`src/rtl/key_debounce.sv`:
```
// rtl/key_debounce.sv - counter-based key debouncer with press/release/long-press pulses
// Long-press detection is compiled in only when KEY_DEBOUNCE_LONG_PRESS_EN is defined.
module key_debounce #(
   parameter int DEBOUNCE_CYCLES = 1000000,
   parameter int LONG_CYCLES     = 50000000,
   parameter bit ACTIVE_LOW      = 1'b0
) (
   input  logic clk,
   input  logic rst_n,
   input  logic btn_in,
   output logic btn_level,
   output logic press_pulse,
   output logic release_pulse,
   output logic long_pulse,
   output logic busy
);

   localparam int CW = $clog2(DEBOUNCE_CYCLES + 1);
   localparam logic [CW-1:0] CNT_LAST = CW'(DEBOUNCE_CYCLES - 1);

   typedef enum logic [1:0] {
      IDLE         = 2'd0,
      PRESS_WAIT   = 2'd1,
      PRESSED      = 2'd2,
      RELEASE_WAIT = 2'd3
   } state_t;

   state_t        state, state_nx;
   logic          s1, s2;
   logic [CW-1:0] cnt, cnt_nx;
   logic          level_nx, press_nx, release_nx, busy_nx;

   // Two-flop synchroniser; both stages reset to the released level.
   always_ff @(posedge clk) begin
      if (!rst_n) begin
         s1 <= 1'b0;
         s2 <= 1'b0;
      end else begin
         s1 <= btn_in ^ ACTIVE_LOW;
         s2 <= s1;
      end
   end

   always_ff @(posedge clk) begin
      if (!rst_n) begin
         state         <= IDLE;
         cnt           <= '0;
         btn_level     <= 1'b0;
         press_pulse   <= 1'b0;
         release_pulse <= 1'b0;
         busy          <= 1'b0;
      end else begin
         state         <= state_nx;
         cnt           <= cnt_nx;
         btn_level     <= level_nx;
         press_pulse   <= press_nx;
         release_pulse <= release_nx;
         busy          <= busy_nx;
      end
   end

   always_comb begin
      state_nx   = state;
      cnt_nx     = cnt;
      level_nx   = btn_level;
      press_nx   = 1'b0;
      release_nx = 1'b0;
      case (state)
         IDLE: begin
            if (s2) begin
               state_nx = PRESS_WAIT;
               cnt_nx   = '0;
            end
         end
         PRESS_WAIT: begin
            if (!s2) begin
               state_nx = IDLE;
               cnt_nx   = '0;
            end else if (cnt == CNT_LAST) begin
               state_nx = PRESSED;
               level_nx = 1'b1;
               press_nx = 1'b1;
            end else begin
               cnt_nx = cnt + CW'(1);
            end
         end
         PRESSED: begin
            if (!s2) begin
               state_nx = RELEASE_WAIT;
               cnt_nx   = '0;
            end
         end
         RELEASE_WAIT: begin
            if (s2) begin
               state_nx = PRESSED;
               cnt_nx   = '0;
            end else if (cnt == CNT_LAST) begin
               state_nx   = IDLE;
               level_nx   = 1'b0;
               release_nx = 1'b1;
            end else begin
               cnt_nx = cnt + CW'(1);
            end
         end
         default: begin
            state_nx = IDLE;
            cnt_nx   = '0;
         end
      endcase
      busy_nx = (state_nx == PRESS_WAIT) || (state_nx == RELEASE_WAIT);
   end

`ifdef KEY_DEBOUNCE_LONG_PRESS_EN
   localparam int LW = $clog2(LONG_CYCLES + 1);
   localparam logic [LW-1:0] LCNT_LAST = LW'(LONG_CYCLES - 1);

   logic [LW-1:0] lcnt, lcnt_nx;
   logic          long_fired, fired_nx, long_nx, long_q;

   always_ff @(posedge clk) begin
      if (!rst_n) begin
         lcnt       <= '0;
         long_fired <= 1'b0;
         long_q     <= 1'b0;
      end else begin
         lcnt       <= lcnt_nx;
         long_fired <= fired_nx;
         long_q     <= long_nx;
      end
   end

   // The fired flag is re-armed only by a freshly accepted press, so a
   // release bounce that falls back into PRESSED cannot fire a second time.
   always_comb begin
      lcnt_nx  = lcnt;
      fired_nx = long_fired;
      long_nx  = 1'b0;
      if (state == PRESS_WAIT && state_nx == PRESSED) begin
         lcnt_nx  = '0;
         fired_nx = 1'b0;
      end else if (state == PRESSED && state_nx == PRESSED && !long_fired) begin
         if (lcnt == LCNT_LAST) begin
            long_nx  = 1'b1;
            fired_nx = 1'b1;
         end else begin
            lcnt_nx = lcnt + LW'(1);
         end
      end
   end

   assign long_pulse = long_q;
`else
   // Long-press detection compiled out; LONG_CYCLES is referenced only here.
   assign long_pulse = 1'b0 && (LONG_CYCLES > 0);
`endif

endmodule

```
`config.mk`:
```
export PLATFORM = sky130hd
export DESIGN_NAME = key_debounce
export DESIGN_NICKNAME = d
export VERILOG_FILES = /design/src/rtl/key_debounce.sv
export SDC_FILE = /design/constraint.sdc
export NUM_CORES = 1
export LEC_CHECK = 0
export ABC_AREA = 1
export CAP_MARGIN = 20
export CORE_ASPECT_RATIO = 0.75
export CORE_MARGIN = 1.5
export CORE_UTILIZATION = 50
export CTS_CLUSTER_SIZE = 8
export DETAILED_ROUTE_END_ITERATION = 6
export MAX_ROUTING_LAYER = met4
export PLACE_DENSITY = 0.74
export SETUP_SLACK_MARGIN = 0.15
export SLEW_MARGIN = 20
export SYNTH_ARGS = -nofsm -noshare
export SYNTH_HDL_FRONTEND = slang
export SYNTH_SLANG_ARGS = --single-unit
```
`constraint.sdc`:
```
create_clock -name clk -period 1.3 [get_ports clk]
set_clock_uncertainty 0.15 [all_clocks]
set_input_delay 0.195 -clock clk [delete_from_list [all_inputs] [get_ports clk]]
set_output_delay 0.195 -clock clk [all_outputs]
set_load 0.02 [all_outputs]
```
==> flow_summary.yaml <==
yosys:
  yosysSeqAreaShare: 0.331
  yosysMostFrequentCell: "nand2_1"
  async_flop_share: 0
  ys_top_cells_by_area: "dfxtp_1 (33%), nand2_1 (16%), nor2_1 (8.3%), inv_1 (6.9%), nand3_1 (6.7%)"
  ys.flop_type: "dfxtp_1"
  syn_area_um2: 1630
  yosysTopAreaCell: "dfxtp_1"
  synth-seq-cells: 27
  avgSynthCellArea_um2: 6.35
  synth_top_cell_area_share: 0.331
  yosysWarnings: 0
  synth_common_cells: "nand2_1 (71), nor2_1 (36), inv_1 (30)"
  synthesis.instances: 257
  synth_cell_type_count: 28
  synth_edf_count: 0
  syn_nets: 261
setup_path:
  worst-path-buf-inv: 0
  crit_family: "simple AND/OR/NAND/NOR gates"
  crit_top_cell: "nand2_1"
  cp-end-kind: "flop"
  required_ns: 1.35
  worst_path_max_delay_cell: "dfxtp_2"
  r2r_cells: 8
  cp-start-kind: "flop"
  crit_chain: "nand2_1 > nor2_2 > nand2_1 > nor2_2 > nand2_1 > nand2_1 > nand3_1 > a21oi_1"
  crit_arrival_ns: 1.65
  slowest_delay_ns: 0.37
  worstSetupPathType: "flop to flop"
  crit_fanout: 4
  cp.depth: 8
pwr:
  p_leak_nw: 1.02
  powerDensity_nw_per_um2: 589
  max-vdd-ir-drop_mv: 0.616
timing:
  hold_viol: 0
  fmax_mhz: 627
  fin_crit_sh: 1.23
  worst_slack_ns: -0.296
  fin_setup_tns_ns: -3.14
  fin_crit_ns: 1.60
  setup_violations: 25
  fin_hold_ws_ns: 0.276
  rsz0062_at_grt: "yes"
  slew_viol_final: 0
floorplanning:
  start_util: 0.541
  coreArea_um2: 3020
  die_w_um: 69.0
  rows: 17
  pin_count: 8
  dieHeight_um: 52.5
  dieArea_um2: 3620
clock_network:
  clockRootBuffer: "clkbuf_8"
  cts_made_buffers: 3
  clk_pin_slew_ns: 0.10
  cts_max_level: 1
  cts_tree: "done"
  clock_latency_ns: 0.28
  cts_buffer_depth: 2
  numClockSinks: 27
layout:
  diodes: 0
  regArea_um2: 593
  syn_to_final_growth_pct: 53.7
  final_cells: 347
  multiInputGateArea_um2: 1200
  fin_nets: 314
  drive_gt1_frac: 0.502
  fillers: 164
routing:
  routed_via_density: 5.59
  ant_nets: 0
  wl_per_cell_um: 16.6
  drt_iter0_drc: 201
  drcViolationCount: 0
  firstDrtPassIters: 5
  totalWireLength_um: 5750
  dr_total_vias: 1941
global_routing:
  use_met2: 0.452
  gr-usage-met3: 0.0882
  grt_use_met1: 0.403
  antenna_found_initial: 0
  grt_pass1_vias: 1676
  overflow: 0
  grt_pass1_wl_um: 7670
  top_usage_layer: "met2"
  grt_max_degree: 15
  grtUsageTotal: 0.303
hold_path:
  hold_class: "flop to flop"
  whs_path_depth: 2
run_status:
  status: "finished with violations"
  failed_checks: "negative setup slack"
place:
  dp_hpwl_um: 3420
  place_congestion: 1.05
  place_inst: 333
  port_buffers: 6
flow_run:
  maxCapViolCount: 0
cell families (layout without fill, tap and decap cells):
family          Yosys count  count (layout)  synth area share
simple gates            165             165             0.475
buf+inv                  44              96             0.110
fa+ha+maj                 1               1           0.00766
xor+xnor                  3               3            0.0161
flops                    27              27             0.331
other cells               1               1           0.00230
compound gates           16              16            0.0582
registers in the layout (all words and copies together) (netlist names):
register and count:
cnt 20, state 2, btn_level 1, press_pulse 1, release_pulse 1, s1 1, s2 1
report_power, final:
part           internal [mW]  switching [mW]
Clock                  0.220           0.273
Sequential             0.813         0.00646
Combinational         0.0743          0.0916
routing by layer:
metal	wire length, um	vias up
met5	0	-
met4	253	0
met3	593	28
met2	2550	118
met1	2360	895
li1	-	900
cell usage in the layout, fill, tap and decap left out, drive strengths merged:
cell	n
nand2	82
buf	48
nor2	46
inv	36
dfxtp	27
nand3	26
a21oi	11
nand4	5
o21ai	5
clkinv	4
nor3	4
clkbuf	4
xor2	3
clkdlybuf4s50	2
and2	1
nand3b	1
ha	1
conb	1
clkinvlp	1
bufbuf	1
layout make-up:
type                       instances  area share
inverter                          40      0.0728
sequential                        27       0.236
timing repair buffer              51       0.172
tap                               38      0.0189
clock buffer                       4      0.0179
timing repair inverter             1     0.00299
multi-input combinational        186       0.479
metrics by stage:
step / utilization / setup slack (ns) / total power, mW / area (um2)
CTS: 0.780 / -0.126 / 1.46 / 2350
global route: 0.831 / -0.330 / 1.51 / 2510
detailed placement: 0.700 / -0.153 / 0.969 / 2120
global placement: 0.700 / -0.148 / 0.967 / 2120
floorplan: - / -0.0214 / 0.917 / 1760
finish: 0.831 / -0.296 / 1.48 / 2510
tightest hold or removal path, stage by stage, from the launching register on:
cell and delay (ns):
dfxtp_1 0.31, nand2_1 0.06, inv_1 0.03
final timing paths:
| path | start | endpoint | slack, ns |
|---|---|---|---|
| max | cnt[6] | cnt[19] | -0.30 |
| min | s1 | s2 | 0.28 |
| max reg2reg | cnt[6] | cnt[19] | -0.30 |
| min reg2reg | s1 | s2 | 0.28 |
what timing repair did:
item	4_1_cts	5_1_grt
gates cloned	2	0
hold buffers	0	0
endpoints found under the setup margin	29	27
pin swaps	16	14
resized for setup	59	36
setup buffers	3	5
Note: power is estimated with default switching activity, not from simulation.
